==> src/rtl/uart_pkg.sv <==
// Shared definitions for the MMIO UART receive path: FSM encoding,
// register bit positions and the baud divisor helper.
// Optional feature macro: UART_RX_PARITY_EN (even parity bit before stop).
package uart_pkg;

    typedef enum logic [2:0] {
        ST_IDLE   = 3'd0,
        ST_START  = 3'd1,
        ST_DATA   = 3'd2,
        ST_PARITY = 3'd3,
        ST_STOP   = 3'd4,
        ST_BREAK  = 3'd5
    } rx_state_e;

    // STATUS register bit positions
    localparam int STAT_BUSY    = 0;
    localparam int STAT_EMPTY   = 1;
    localparam int STAT_FULL    = 2;
    localparam int STAT_OVR     = 3;
    localparam int STAT_FRM     = 4;
    localparam int STAT_PAR     = 5;
    localparam int STAT_CNT_LSB = 8;

    // DATA register valid bit position (byte sits in [7:0])
    localparam int DATA_VALID_BIT = 8;

    // Clock cycles per bit period.
    function automatic int calc_div(input int clk_freq, input int baud);
        return clk_freq / baud;
    endfunction

endpackage

==> src/rtl/uart_rx_core.sv <==
// Serial deframer: 2-flop synchronizer, baud counter and reception FSM.
// Emits a one-cycle byte_valid pulse on the cycle after a good stop sample.
// Optional feature macro: UART_RX_PARITY_EN (adds the PARITY state).
module uart_rx_core
    import uart_pkg::*;
#(
    parameter int CLK_FREQ = 50_000_000,
    parameter int BAUD     = 115200
) (
    input  logic       clk,
    input  logic       rst,
    input  logic       rx_in,
    output logic       byte_valid,
    output logic [7:0] rx_byte,
    output logic       frame_err_p,
    output logic       parity_err_p,
    output logic       busy
);

    localparam int DIV = calc_div(CLK_FREQ, BAUD);
    localparam int CW  = $clog2(DIV);
    localparam logic [CW-1:0] HALF = CW'(DIV / 2);
    localparam logic [CW-1:0] LAST = CW'(DIV - 1);

    logic            sync1_q, sync1_d, sync2_q, sync2_d, rx_prev_q, rx_prev_d;
    rx_state_e       state_q, state_d;
    logic [CW-1:0]   cnt_q, cnt_d;
    logic [2:0]      bit_q, bit_d;
    logic [7:0]      shift_q, shift_d;
    logic            bv_q, bv_d, fe_q, fe_d, pe_q, pe_d;
`ifdef UART_RX_PARITY_EN
    logic            pbad_q, pbad_d;
`endif

    // State and datapath registers; reset drops any partial frame.
    always_ff @(posedge clk) begin
        if (rst) begin
            sync1_q   <= 1'b1;
            sync2_q   <= 1'b1;
            rx_prev_q <= 1'b1;
            state_q   <= ST_IDLE;
            cnt_q     <= '0;
            bit_q     <= '0;
            shift_q   <= '0;
            bv_q      <= 1'b0;
            fe_q      <= 1'b0;
            pe_q      <= 1'b0;
`ifdef UART_RX_PARITY_EN
            pbad_q    <= 1'b0;
`endif
        end else begin
            sync1_q   <= sync1_d;
            sync2_q   <= sync2_d;
            rx_prev_q <= rx_prev_d;
            state_q   <= state_d;
            cnt_q     <= cnt_d;
            bit_q     <= bit_d;
            shift_q   <= shift_d;
            bv_q      <= bv_d;
            fe_q      <= fe_d;
            pe_q      <= pe_d;
`ifdef UART_RX_PARITY_EN
            pbad_q    <= pbad_d;
`endif
        end
    end

    // Next-state logic: synchronize, detect start edge, sample mid-bit.
    always_comb begin
        sync1_d   = rx_in;
        sync2_d   = sync1_q;
        rx_prev_d = sync2_q;
        state_d   = state_q;
        cnt_d     = cnt_q;
        bit_d     = bit_q;
        shift_d   = shift_q;
        bv_d      = 1'b0;
        fe_d      = 1'b0;
        pe_d      = 1'b0;
`ifdef UART_RX_PARITY_EN
        pbad_d    = pbad_q;
`endif
        case (state_q)
            ST_IDLE: begin
                if (rx_prev_q && !sync2_q) begin
                    state_d = ST_START;
                    cnt_d   = HALF;
                end
            end
            ST_START: begin
                if (cnt_q == '0) begin
                    if (sync2_q) begin
                        state_d = ST_IDLE;          // false start
                    end else begin
                        state_d = ST_DATA;
                        cnt_d   = LAST;
                        bit_d   = '0;
`ifdef UART_RX_PARITY_EN
                        pbad_d  = 1'b0;
`endif
                    end
                end else begin
                    cnt_d = cnt_q - CW'(1);
                end
            end
            ST_DATA: begin
                if (cnt_q == '0) begin
                    shift_d = {sync2_q, shift_q[7:1]};
                    cnt_d   = LAST;
                    if (bit_q == 3'd7) begin
`ifdef UART_RX_PARITY_EN
                        state_d = ST_PARITY;
`else
                        state_d = ST_STOP;
`endif
                    end else begin
                        bit_d = bit_q + 3'd1;
                    end
                end else begin
                    cnt_d = cnt_q - CW'(1);
                end
            end
`ifdef UART_RX_PARITY_EN
            ST_PARITY: begin
                if (cnt_q == '0) begin
                    // Even parity: the parity bit equals the XOR of the data bits.
                    pbad_d  = (sync2_q != ^shift_q);
                    pe_d    = (sync2_q != ^shift_q);
                    state_d = ST_STOP;
                    cnt_d   = LAST;
                end else begin
                    cnt_d = cnt_q - CW'(1);
                end
            end
`endif
            ST_STOP: begin
                if (cnt_q == '0) begin
                    if (sync2_q) begin
`ifdef UART_RX_PARITY_EN
                        bv_d = !pbad_q;
`else
                        bv_d = 1'b1;
`endif
                        state_d = ST_IDLE;
                    end else begin
                        fe_d    = 1'b1;
                        state_d = ST_BREAK;
                    end
                end else begin
                    cnt_d = cnt_q - CW'(1);
                end
            end
            ST_BREAK: begin
                if (sync2_q) begin
                    state_d = ST_IDLE;
                end
            end
            default: begin
                state_d = ST_IDLE;
            end
        endcase
    end

    assign byte_valid   = bv_q;
    assign rx_byte      = shift_q;
    assign frame_err_p  = fe_q;
    assign parity_err_p = pe_q;
    assign busy         = (state_q != ST_IDLE);

endmodule

==> src/rtl/uart_rx_mmio.sv <==
// MMIO UART receive block: deframer core, RX FIFO, sticky error flags and
// the DATA/STATUS register mux on sys_bus.
// Optional feature macro: UART_RX_PARITY_EN (parity_err is 0 when undefined).
//
// Bus strobe semantics: a DATA pop happens only on the rising edge of
// (bus_ren & ~bus_sel); a STATUS write-1-to-clear happens only on the rising
// edge of (bus_wen & bus_sel). Holding a strobe acts once. mmio_rdata is
// combinational from bus_sel and always shows the pre-pop FIFO head.
module uart_rx_mmio
    import uart_pkg::*;
#(
    parameter int CLK_FREQ   = 50_000_000,
    parameter int BAUD       = 115200,
    parameter int FIFO_DEPTH = 16,
    parameter int FIFO_AW    = 4
) (
    input  logic        clk,
    input  logic        rst,
    input  logic        rx_in,
    input  logic        bus_ren,
    input  logic        bus_sel,
    input  logic        bus_wen,
    input  logic [31:0] bus_wdata,
    output logic [31:0] mmio_rdata,
    output logic        rx_irq
);

    logic             byte_valid, frame_err_p, parity_err_p, rx_busy;
    logic [7:0]       rx_byte;
    logic [7:0]       mem_q [FIFO_DEPTH];
    logic [FIFO_AW-1:0] wr_ptr_q, wr_ptr_d, rd_ptr_q, rd_ptr_d;
    logic [FIFO_AW:0] count_q, count_d;
    logic             ren_prev_q, ren_prev_d, wen_prev_q, wen_prev_d;
    logic             ovr_q, ovr_d, frm_q, frm_d, par_q, par_d;
    logic             empty, full, rd_stb, wr_stb, pop, push, clr_stb;
    logic [31:0]      status_w;
    logic             unused_wdata;

    uart_rx_core #(
        .CLK_FREQ (CLK_FREQ),
        .BAUD     (BAUD)
    ) u_core (
        .clk          (clk),
        .rst          (rst),
        .rx_in        (rx_in),
        .byte_valid   (byte_valid),
        .rx_byte      (rx_byte),
        .frame_err_p  (frame_err_p),
        .parity_err_p (parity_err_p),
        .busy         (rx_busy)
    );

    assign empty   = (count_q == '0);
    assign full    = (count_q == (FIFO_AW+1)'(FIFO_DEPTH));
    assign rd_stb  = bus_ren & ~bus_sel;
    assign wr_stb  = bus_wen & bus_sel;
    assign pop     = rd_stb & ~ren_prev_q & ~empty;
    assign push    = byte_valid & ~full;
    assign clr_stb = wr_stb & ~wen_prev_q;
    assign unused_wdata = ^{bus_wdata[31:6], bus_wdata[2:0]};

    // FIFO pointers, count, strobe edge detectors and sticky flags.
    always_ff @(posedge clk) begin
        if (rst) begin
            wr_ptr_q   <= '0;
            rd_ptr_q   <= '0;
            count_q    <= '0;
            ren_prev_q <= 1'b0;
            wen_prev_q <= 1'b0;
            ovr_q      <= 1'b0;
            frm_q      <= 1'b0;
            par_q      <= 1'b0;
        end else begin
            wr_ptr_q   <= wr_ptr_d;
            rd_ptr_q   <= rd_ptr_d;
            count_q    <= count_d;
            ren_prev_q <= ren_prev_d;
            wen_prev_q <= wen_prev_d;
            ovr_q      <= ovr_d;
            frm_q      <= frm_d;
            par_q      <= par_d;
        end
    end

    // FIFO storage; contents need no reset since count gates visibility.
    always_ff @(posedge clk) begin
        if (push) begin
            mem_q[wr_ptr_q] <= rx_byte;
        end
    end

    // Pointer/count update and flag set/clear (a set beats a same-cycle clear).
    always_comb begin
        wr_ptr_d   = wr_ptr_q;
        rd_ptr_d   = rd_ptr_q;
        count_d    = count_q;
        ren_prev_d = rd_stb;
        wen_prev_d = wr_stb;
        if (push) begin
            wr_ptr_d = wr_ptr_q + FIFO_AW'(1);
        end
        if (pop) begin
            rd_ptr_d = rd_ptr_q + FIFO_AW'(1);
        end
        case ({push, pop})
            2'b10:   count_d = count_q + (FIFO_AW+1)'(1);
            2'b01:   count_d = count_q - (FIFO_AW+1)'(1);
            default: count_d = count_q;
        endcase
        ovr_d = (byte_valid & full) | (ovr_q & ~(clr_stb & bus_wdata[STAT_OVR]));
        frm_d = frame_err_p         | (frm_q & ~(clr_stb & bus_wdata[STAT_FRM]));
        par_d = parity_err_p        | (par_q & ~(clr_stb & bus_wdata[STAT_PAR]));
    end

    // Register read mux.
    always_comb begin
        status_w = '0;
        status_w[STAT_BUSY]  = rx_busy;
        status_w[STAT_EMPTY] = empty;
        status_w[STAT_FULL]  = full;
        status_w[STAT_OVR]   = ovr_q;
        status_w[STAT_FRM]   = frm_q;
        status_w[STAT_PAR]   = par_q;
        status_w[STAT_CNT_LSB +: 8] = 8'(count_q);
        mmio_rdata = '0;
        if (bus_sel) begin
            mmio_rdata = status_w;
        end else if (!empty) begin
            mmio_rdata[DATA_VALID_BIT] = 1'b1;
            mmio_rdata[7:0]            = mem_q[rd_ptr_q];
        end
    end

    assign rx_irq = !empty | ovr_q | frm_q | par_q;

endmodule

==> config.mk <==
export PLATFORM = sky130hd
export DESIGN_NAME = uart_rx_mmio
export DESIGN_NICKNAME = d
export VERILOG_FILES = /design/src/rtl/uart_pkg.sv /design/src/rtl/uart_rx_core.sv /design/src/rtl/uart_rx_mmio.sv
export SDC_FILE = /design/constraint.sdc
export NUM_CORES = 1
export LEC_CHECK = 0
export ABC_CLOCK_PERIOD_IN_PS = 7600
export BUFFER_PORTS_ARGS = -buffer_cell sky130_fd_sc_hd__buf_2
export CAP_MARGIN = 10
export CORE_ASPECT_RATIO = 0.9
export CORE_MARGIN = 5
export CORE_UTILIZATION = 50
export CTS_CLUSTER_SIZE = 40
export DETAILED_ROUTE_END_ITERATION = 8
export GPL_ROUTABILITY_DRIVEN = 0
export PLACE_DENSITY = 0.74
export RECOVER_POWER = 50
export SYNTH_ARGS = -nofsm -noshare
export SYNTH_HDL_FRONTEND = slang
export SYNTH_SLANG_ARGS = --single-unit
==> constraint.sdc <==
create_clock -name clk -period 7.6 [get_ports clk]
set_input_delay 0.38 -clock clk [delete_from_list [all_inputs] [get_ports clk]]
set_output_delay 0.38 -clock clk [all_outputs]
set_load 0.005 [all_outputs]
==> impl_metrics.csv, run 1 <==
group,metric,value,unit
run_status,run_status,"complete, but fails checks",
run_status,violations,"max-capacitance violations, max-slew violations",
cts,clock-sinks,178,
floorplanning,rows,42,
sta,worst_pin_slew,2.22,ns
cts,numCtsBuffers,17,
worst_setup_path,end_kind,"primary output",
synthesis,synth.distinct_cells,62,
placed_design,port_buffers,22,
worst_setup_path,r2r_cells,9,
power,p_leak,2.82,nW
sta,timing.final.crit_share,41.0,%
detailed_routing,drtIter0Drc,382,
sta,finalMaxSlewViolations,52,
power,power.net_switching,0.547,mW
hold_path,holdCritStartpoint,"bus_wdata[5]",
synthesis,synth-edff-count,128,
power,ir_drop,0.000186,V
synthesis,synth_top_cell_by_area,"edfxtp_1",
power,switching_share,24.5,%
worst_setup_path,rr_endpoint,"count_q[4]",
power,p_per_area,265,nW/µm²
finish,diodes,0,
floorplanning,die_area,17800,µm²
worst_setup_path,start_kind,"flip-flop",
floorplanning,die_y,127,µm
sta,min_period,3.12,ns
power,internal-power,1.68,mW
detailed_routing,wl,15.4,mm
cts,cts_tree,"yes",
hold_path,whs_path_depth,2,
global_routing,grt_overflow,0,
global_routing,grt_use_total,18.1,%
cts,cts.clk_slew.worst_paths,0.06,ns
finish,nets,620,
synthesis,synth_area,7640,µm²
global_routing,grt_pass1_vias,4524,
cts,clock-root-buffer,"clkbuf_16",
detailed_routing,vias_per_cell,5.77,
synthesis,postSynthCellCount,552,
worst_setup_path,r2r_setup_slack,4.51,ns
detailed_routing,vias,4507,
worst_setup_path,cp.required,7.22,ns
job,cap_violations,1,
detailed_routing,drc,0,
worst_setup_path,arrival,2.74,ns
cts,cts_hold_buffers,0,
power,clockPowerShare,40.5,%
global_routing,grt_pass1_wl,24.7,mm
sta,setup_viol,0,
synthesis,ys_seq_area_share,63.4,%
finish,fin_util,56.7,%
synthesis,netlist.area_leader.share,50.3,%
sta,hold_violations,0,
sta,fmax,321,MHz
sta,slew_headroom,-47.9,%
worst_setup_path,path_max_fanout,32,
cts,cts_buffer_depth,2,
power,comb_power_share,11.1,%
synthesis,synthArstFlopShare,0,%
placed_design,dp_hpwl,9.82,mm
hold_path,min_to,"par_q",
global_routing,antenna_found_initial,0,
detailed_routing,final_antenna_net_count,0,
synthesis,synth_ff_type,"edfxtp_1",
worst_setup_path,reg2reg_from,"count_q[2]",
finish,drive_gt1_share,17.0,%
worst_setup_path,path_class,"reg -> out",
synthesis,ys_ff_latch,178,
sta,finalSetupTns,0,ns
cts,cts_resized,0,
sta,grt_setup_unrepaired,"no",
global_routing,grt_max_degree,52,
detailed_routing,drt-pass1-iter-count,4,
floorplanning,core,14900,µm²
finish,nFillCells,1128,
floorplanning,fp.dieW,140,µm
synthesis,yosys_warnings,0,
synthesis,syn_avg_cell_area,13.8,µm²
cts,cts.htree.levels,4,
cts,post-cts-setup-buffer-count,0,
synthesis,synth.area.top_cells,"edfxtp_1, dfxtp_1, mux4_2",
detailed_routing,wl_per_cell,19.7,µm
finish,syn_to_final_growth,10.5,%
floorplanning,io_pins,71,
hold_path,hp-class,"in -> reg",
cts,insertion_delay,0.42,ns
sta,skew,0.00932,ns
power,power.share.sequential,48.5,%
floorplanning,initial_core_util,51.3,%
-- worst max-delay path by stage --
stage | from | endpoint | cells past startpoint
5_1_grt | count_q[2] | count_q[4] | 9
6_report | flip-flop | mmio_rdata[5] | 6
2_1_floorplan | count_q[2] | count_q[4] | 10
3_3_place_gp | count_q[2] | count_q[4] | 9
3_5_place_dp | count_q[2] | count_q[4] | 9
4_1_cts | flip-flop | mmio_rdata[5] | 6
-- registers in the layout (all words and copies together), names as in the netlist, 3 cells and up, named ones only --
register / count
count_q: 5
mem_q: 128
rd_ptr_q: 4
u_core.bit_q: 3
u_core.cnt_q: 9
u_core.rx_byte: 8
u_core.state_q: 3
wr_ptr_q: 4
-- routing by layer --
metal	share of wire, %	vias up	global-route usage [%]
met5	0	-	0
met4	1.8	0	5.70
met3	5.4	21	4.15
met2	50	136	30.1
met1	42	2261	23.9
li1	-	2089	-
-- cells in the final DEF, fill, tap and decap left out, types with 6 or more instances in the layout --
cell type	instances
conb_1	19
o21ai_0	14
a21oi_1	27
clkbuf_16	17
edfxtp_1	128
ha_1	12
nand2b_1	7
buf_2	20
xor2_1	8
mux2i_1	8
mux4_2	32
a211oi_1	6
nor2_1	49
nand4_1	6
dfxtp_1	48
inv_1	10
nand2_1	45
nor3_1	14
nand3_1	13
-- critical path: stages, from the launching register on --
cell and delay [ns]:
dfxtp_2 0.32, buf_4 0.52, mux4_2 0.64, a22oi_1 0.31
nand3_1 0.16, a22o_1 0.21, buf_2 0.12
-- cells in the mapped netlist (2+ instances only) --
master	number
a311oi_1	2
buf_4	21
or2_2	4
nand2_1	45
mux2i_1	8
o22ai_1	2
o21ai_2	2
nor2b_1	4
a22o_1	3
and3_1	3
and2_1	3
o31ai_1	5
mux4_2	32
or3_1	4
ha_1	12
or4_1	2
a31oi_1	2
nand3_1	13
xor2_1	8
nand2b_1	7
nor3b_1	3
inv_1	10
a211oi_1	6
o21ai_0	13
nor4b_1	4
buf_2	7
xnor2_1	4
nor3_1	14
nor2_1	49
a22oi_1	5
clkbuf_1	16
dfxtp_1	50
nand4_1	6
a21oi_1	27
o211ai_1	2
edfxtp_1	128
-- cell type report --
type	instances	area [µm²]	area share [%]
clock buffer	22	464	5.50
clock inverter	10	151	1.79
inverter	10	37.5	0.445
multi-input combinational	336	2540	30.2
sequential	178	4850	57.5
tap	198	248	2.94
timing repair buffer	27	143	1.69
-- stage by stage --
stage | power (mW) | area, µm² | std cells | setup slack (ns) | hold WS (ns)
after floorplan | 1.30 | 7700 | 570 | 5.03 | 0.389
after global placement | 1.34 | 7830 | 748 | 4.73 | 0.401
after detailed placement | 1.35 | 7830 | 748 | 4.62 | 0.413
after CTS | 2.24 | 8440 | 780 | 4.43 | 0.129
after global routing | 2.32 | 8430 | 781 | 4.28 | 0.128
final | 2.23 | 8430 | 781 | 4.48 | 0.137
-- power by group through the flow --
| stage | sequential, mW | clock [mW] | combinational, mW |
|---|---|---|---|
| after detailed placement | 1.10 | 0 | 0.247 |
| after CTS | 1.08 | 0.912 | 0.248 |
| after global routing | 1.09 | 0.965 | 0.274 |
| final | 1.08 | 0.903 | 0.247 |
| after floorplan | 1.09 | 0 | 0.214 |
| after global placement | 1.10 | 0 | 0.238 |
-- cells by family after synthesis --
logic type,after synthesis,synth area share (%)
flip-flops,178,63.4
AO/OA/AOI/OAI,80,7.18
XOR/XNOR,12,1.38
adder cells (fa/ha/maj),13,2.11
other,1,0.0491
buffers and inverters,56,4.00
AND/OR/NAND/NOR,172,11.4
multiplexers,40,10.5
No activity file was read; power rests on OpenSTA's default activity.
==> run 2: changes to the inputs <==
--- a/config.mk
+++ b/config.mk
@@ -5,7 +5,8 @@
 export SDC_FILE = /design/constraint.sdc
 export NUM_CORES = 1
 export LEC_CHECK = 0
-export ABC_CLOCK_PERIOD_IN_PS = 7600
+export ABC_AREA = 1
+export ABC_CLOCK_PERIOD_IN_PS = 2750
 export BUFFER_PORTS_ARGS = -buffer_cell sky130_fd_sc_hd__buf_2
 export CAP_MARGIN = 10
 export CORE_ASPECT_RATIO = 0.9
@@ -14,7 +15,7 @@
 export CTS_CLUSTER_SIZE = 40
 export DETAILED_ROUTE_END_ITERATION = 8
 export GPL_ROUTABILITY_DRIVEN = 0
-export PLACE_DENSITY = 0.74
+export PLACE_DENSITY = 0.77
 export RECOVER_POWER = 50
 export SYNTH_ARGS = -nofsm -noshare
 export SYNTH_HDL_FRONTEND = slang
==> constraint.sdc (replaced) <==
create_clock -name clk -period 2.75 [get_ports clk]
set_input_delay 0.1375 -clock clk [delete_from_list [all_inputs] [get_ports clk]]
set_output_delay 0.1375 -clock clk [all_outputs]
set_load 0.005 [all_outputs]
==> run 2 against run 1 <==
Effect of this change:
- the run now ends clean
- worst hold slack got worse by 0.11 ns
- final area is 4.5% higher
- flip-flop and latch count is the same
- highest routed layer unchanged
==> impl_metrics.csv, run 2 <==
group,metric,value,unit
run_status,run_status,"complete, no violations",
finish,final_common_cell,"edfxtp_1",
floorplanning,initial_core_util,50.9,%
worst_setup_path,rr_endpoint,"count_q[4]",
power,p_leak,3.42,nW
floorplanning,core,15400,µm²
synthesis,netlist.area_leader.share,48.9,%
synthesis,synthArstFlopShare,0,%
detailed_routing,drtIter0Drc,484,
worst_setup_path,r2r_cells,13,
worst_setup_path,start_kind,"flip-flop",
placed_design,dp_hpwl,10.5,mm
detailed_routing,final_antenna_net_count,0,
cts,cts_tree,"yes",
sta,grt_setup_unrepaired,"no",
detailed_routing,vias_per_cell,5.32,
sta,worst_pin_slew,1.21,ns
global_routing,grt_pass1_wl,26.6,mm
global_routing,grt_max_degree,65,
worst_setup_path,reg2reg_from,"count_q[2]",
detailed_routing,wl,16.5,mm
cts,cts.htree.levels,4,
finish,largest_register,"mem_q",
cts,clock-sinks,178,
global_routing,grt_pass1_vias,5213,
cts,post-cts-setup-buffer-count,0,
worst_setup_path,arrival,2.28,ns
synthesis,yosys_warnings,0,
worst_setup_path,cp.required,2.61,ns
floorplanning,rows,43,
floorplanning,fp.dieW,142,µm
sta,hold_violations,0,
synthesis,synth_area,7860,µm²
synthesis,ys_ff_latch,178,
placed_design,port_buffers,22,
finish,nFillCells,1262,
finish,largest_reg_flops,128,
finish,diodes,0,
sta,finalMaxSlewViolations,0,
synthesis,synth.area.top_cells,"edfxtp_1, dfxtp_1, o21ai_0",
finish,layout_common_cells,"edfxtp_1, nor2_1, o21ai_0",
detailed_routing,drc,0,
floorplanning,io_pins,71,
hold_path,hp-class,"in -> reg",
global_routing,antenna_found_initial,0,
hold_path,whs_path_depth,4,
synthesis,synth_ff_type,"edfxtp_1",
sta,setup_viol,0,
power,totalPowerFinal,8.58,mW
worst_setup_path,end_kind,"primary output",
placed_design,dp_cells,977,
cts,insertion_delay,0.43,ns
synthesis,ys_seq_area_share,61.7,%
synthesis,synth_common_cells,"edfxtp_1, nor2_1, o21ai_0",
finish,fin_util,57.1,%
power,p_per_area,974,nW/µm²
synthesis,synth_top_cell_by_area,"edfxtp_1",
synthesis,synth-edff-count,128,
detailed_routing,wl_per_cell,16.3,µm
cts,clock-root-buffer,"clkbuf_16",
hold_path,holdCritStartpoint,"bus_wdata[4]",
finish,drive_gt1_share,15.4,%
cts,cts.clk_slew.worst_paths,0.07,ns
job,cap_violations,0,
sta,fmax,413,MHz
power,ir_drop,0.000841,V
worst_setup_path,path_class,"reg -> out",
detailed_routing,vias,5404,
synthesis,postSynthCellCount,758,
sta,timing.final.crit_share,88.1,%
sta,finalSetupTns,0,ns
synthesis,synth.distinct_cells,40,
synthesis,synth_most_common_cell,"edfxtp_1",
hold_path,min_to,"frm_q",
finish,layout.cells.non_filler,1015,
synthesis,syn_avg_cell_area,10.4,µm²
sta,min_period,2.42,ns
worst_setup_path,r2r_setup_slack,0.60,ns
cts,cts_buffer_depth,2,
floorplanning,die_y,129,µm
finish,nets,850,
finish,ff_latch_area,4850,µm²
finish,multi_input_area,2560,µm²
worst_setup_path,path_max_fanout,14,
cts,numCtsBuffers,17,
detailed_routing,drt-pass1-iter-count,7,
finish,syn_to_final_growth,12.2,%
global_routing,grt_use_total,19.0,%
floorplanning,die_area,18300,µm²
sta,slew_headroom,19.1,%
global_routing,grt_overflow,0,
sta,skew,0.00797,ns
run 2: cell types whose count changed after synthesis, moves of 9 or more:
cell	change
o21ai_0	+86
o21ai_1	+9
mux4_2	-32
nand3_1	+13
o221ai_1	+15
inv_1	+42
nand2_2	+11
inv_2	+11
nand2_1	+30
nor2_1	+77
o22ai_1	+12
run 2: repair_timing:
item                       4_1_cts  5_1_grt
hold endpoints to repair         5        0
hold buffers                     6        0
gates resized for setup          0        3
setup endpoints to repair        0        3
run 2: logic make-up (layout without fill, tap and decap cells):
group / after synthesis / in the layout / share of synthesized area [%]
DFF: 178 / 178 / 61.7
other: 1 / 19 / 0.0477
and+or+nand+nor: 272 / 272 / 15.9
buffers and inverters: 110 / 147 / 6.44
AOI/OAI and AO/OA: 173 / 173 / 12.6
xor gates and xnor gates: 11 / 11 / 1.23
muxes: 1 / 1 / 0.127
adders and majority gates: 12 / 12 / 1.91
run 2: report_power, final:
group | switching (mW) | internal, mW | total [mW]
Clock | 1.08 | 1.20 | 2.27
Sequential | 0.273 | 3.11 | 3.39
Combinational | 1.92 | 0.997 | 2.92
Total | 3.27 | 5.31 | 8.58
run 2: area by class of cell:
type	count	area share, %
sequential	178	55.0
clock buffer	17	4.83
tap	202	2.87
clock inverter	15	1.58
timing repair buffer	51	3.88
multi-input combinational	488	29.0
inverter	64	2.81
run 2: worst max-delay path by stage:
stage                    end  cells past startpoint
2_1_floorplan     count_q[4]                     15
3_3_place_gp   mmio_rdata[7]                      9
3_5_place_dp   mmio_rdata[6]                      9
4_1_cts        mmio_rdata[6]                      9
5_1_grt        mmio_rdata[6]                      9
6_report       mmio_rdata[1]                      9
run 2: per-layer routing:
metal | part of all wire (%) | GRT usage (%) | up-vias
met4 | 3.5 | 8.58 | 0
met1 | 42 | 25.5 | 2494
met3 | 7.1 | 4.20 | 39
li1 | - | - | 2676
met5 | 0 | 0 | -
met2 | 47 | 29.7 | 195
run 2: stage by stage:
| stage | setup slack [ns] | cell area [µm²] | hold slack [ns] |
|---|---|---|---|
| floorplan | 0.854 | 7920 | 0.241 |
| global placement | 0.646 | 8200 | 0.328 |
| detailed placement | 0.565 | 8200 | 0.326 |
| CTS | 0.0898 | 8820 | 0.00465 |
| global route | 0.123 | 8810 | 0.0219 |
| finish | 0.328 | 8810 | 0.0242 |
run 2: worst max-delay path, stage by stage (launching register included):
cell and delay, ns:
dfxtp_1 0.31, inv_1 0.39, buf_4 0.29, o21ai_0 0.14, o221ai_1 0.25, nand3_1 0.14
nand2_1 0.08, nand2_1 0.05, o21ai_1 0.08, buf_2 0.13
==> run 3: changes to the inputs <==
--- a/config.mk
+++ b/config.mk
@@ -16,7 +16,6 @@
 export DETAILED_ROUTE_END_ITERATION = 8
 export GPL_ROUTABILITY_DRIVEN = 0
 export PLACE_DENSITY = 0.77
-export RECOVER_POWER = 50
 export SYNTH_ARGS = -nofsm -noshare
 export SYNTH_HDL_FRONTEND = slang
 export SYNTH_SLANG_ARGS = --single-unit
==> run 3 against run 2 <==
Effect of this change:
- register-to-register slack hardly changed
- final area increased by 0.23%
- non-clock buffer count did not move
- wire length hardly changed
- utilization is 0.13 points higher
- clock-buffer cell count is the same
- clock skew barely moved
- worst hold slack lost 0.0013 ns
- flip-flop and latch count is the same
- sequential share of layout area decreased by 0.12 points
- die area unchanged
- critical path type unchanged
- largest power group unchanged
- highest routed layer unchanged
==> impl_metrics.csv, run 3 (same netlist as run 2, synthesis figures left out) <==
group,metric,value,unit
run_status,run_status,"complete, no violations",
global_routing,grt_max_degree,65,
global_routing,met3_usage,4.20,%
sta,timing.final.crit_share,88.3,%
global_routing,grt_use_total,19.0,%
detailed_routing,final_antenna_net_count,0,
finish,multi_input_area,2570,µm²
worst_setup_path,cp.required,2.61,ns
global_routing,met2_usage,29.7,%
cts,insertion_delay,0.43,ns
cts,numCtsBuffers,17,
finish,syn_to_final_growth,12.4,%
sta,worst_pin_slew,0.726,ns
worst_setup_path,slowest_stage,"inv_1",
placed_design,dp_cells,977,
global_routing,antenna_found_initial,0,
detailed_routing,vias_per_cell,5.36,
power,ir_drop,0.000842,V
power,p_per_area,976,nW/µm²
worst_setup_path,start_kind,"flip-flop",
worst_setup_path,critPathMostFrequentCell,"nand2_1",
worst_setup_path,critical_path_buf_inv_count,3,
floorplanning,die_area,18300,µm²
floorplanning,die_y,129,µm
floorplanning,core,15400,µm²
worst_setup_path,cpPeakStageDelay,0.39,ns
finish,ff_latch_area,4850,µm²
placed_design,port_buffers,22,
cts,cts.clk_slew.worst_paths,0.07,ns
sta,fin_hold_ws,0.0229,ns
cts,cts_buffer_depth,2,
worst_setup_path,critical_path.top_delay_family,"buffers and inverters",
finish,drive_gt1_share,16.1,%
detailed_routing,wl,16.5,mm
placed_design,dp_hpwl,10.5,mm
finish,diodes,0,
cts,cts_tree,"yes",
global_routing,grt_use_met1,25.5,%
finish,largest_register,"mem_q",
sta,setup_viol,0,
sta,finalSetupTns,0,ns
sta,finalMaxSlewViolations,0,
finish,layout.cells.non_filler,1015,
cts,clock-sinks,178,
global_routing,busiest_layer,"met2",
finish,fin_util,57.2,%
worst_setup_path,path_class,"reg -> out",
detailed_routing,vias,5438,
global_routing,grt_pass1_wl,26.6,mm
sta,slew_headroom,51.5,%
finish,layout_common_cells,"edfxtp_1, nor2_1, o21ai_0",
floorplanning,rows,43,
floorplanning,initial_core_util,50.9,%
worst_setup_path,crit_path_cell_trace,"inv_1, buf_4, o21ai_0, o221ai_1, nand3_1, nand2_1, nand2_1, o21ai_1, buf_2",
cts,cts.htree.levels,4,
power,p_leak,3.44,nW
hold_path,hp-class,"in -> reg",
detailed_routing,wl_per_cell,16.3,µm
finish,nets,850,
detailed_routing,drt-pass1-iter-count,5,
finish,largest_reg_flops,128,
floorplanning,io_pins,71,
detailed_routing,drc,0,
sta,skew,0.00801,ns
detailed_routing,drtIter0Drc,479,
sta,hold_violations,0,
worst_setup_path,arrival,2.29,ns
sta,grt_setup_unrepaired,"no",
job,cap_violations,0,
floorplanning,fp.dieW,142,µm
sta,min_period,2.43,ns
sta,fmax,412,MHz
cts,clock-root-buffer,"clkbuf_16",
worst_setup_path,path_max_fanout,14,
global_routing,grt_pass1_vias,5213,
worst_setup_path,end_kind,"primary output",
finish,nFillCells,1257,
global_routing,grt_overflow,0,
finish,final_common_cell,"edfxtp_1",
## run 3: metrics by stage
step	power [mW]	instance area, µm²	setup WS (ns)
detailed placement	6.36	8200	0.565
finish	8.61	8830	0.320
CTS	8.65	8820	0.0898
global route	9.17	8830	0.123
floorplan	5.60	7920	0.854
global placement	6.30	8200	0.646
## run 3: layout make-up
class	instances	share of cell area, %
flip-flops and latches	178	54.9
multi-input cells	488	29.1
clock buffers	17	4.82
repair buffers	51	3.93
well taps	202	2.86
inverters	64	2.81
clock inverters	15	1.57
## run 3: per-layer routing
metal,part of all wire (%),wire length (µm)
met3,7.4,1230
met1,42,6900
met4,3.5,571
met5,0,0
met2,47,7840
## run 3: worst paths after layout
kind	slack [ns]	start	cells after the start	endpoint
worst min register to register	0.41	u_core.sync1_q	1	u_core.rx_prev_d
worst max register to register	0.61	count_q[2]	13	count_q[4]
worst min-delay path	0.02	bus_wdata[4]	4	frm_q
worst max-delay path	0.32	flip-flop	9	mmio_rdata[1]
## run 3: worst register-to-register path, delay by kind of cell (launching register included)
family        cells  cell delay, ns
simple gates      8            0.91
fa+ha+maj         2            0.47
flops             1            0.37
xor+xnor          1            0.23
buf+inv           2            0.07
## run 3: power breakdown
group          internal, mW  leakage [nW]  total, mW  switching (mW)
Clock                  1.20         0.277       2.27            1.08
Combinational          1.01          1.54       2.95            1.94
Sequential             3.11          1.62       3.39           0.271
Total                  5.33          3.44       8.61            3.29
## run 3: repair_timing
| action | in CTS | in global routing |
|---|---|---|
| gates resized for setup | 0 | 3 |
| setup endpoints to repair | 0 | 3 |
| setup buffers | 0 | 0 |
| hold buffers | 6 | 0 |
| hold endpoints to repair | 5 | 0 |
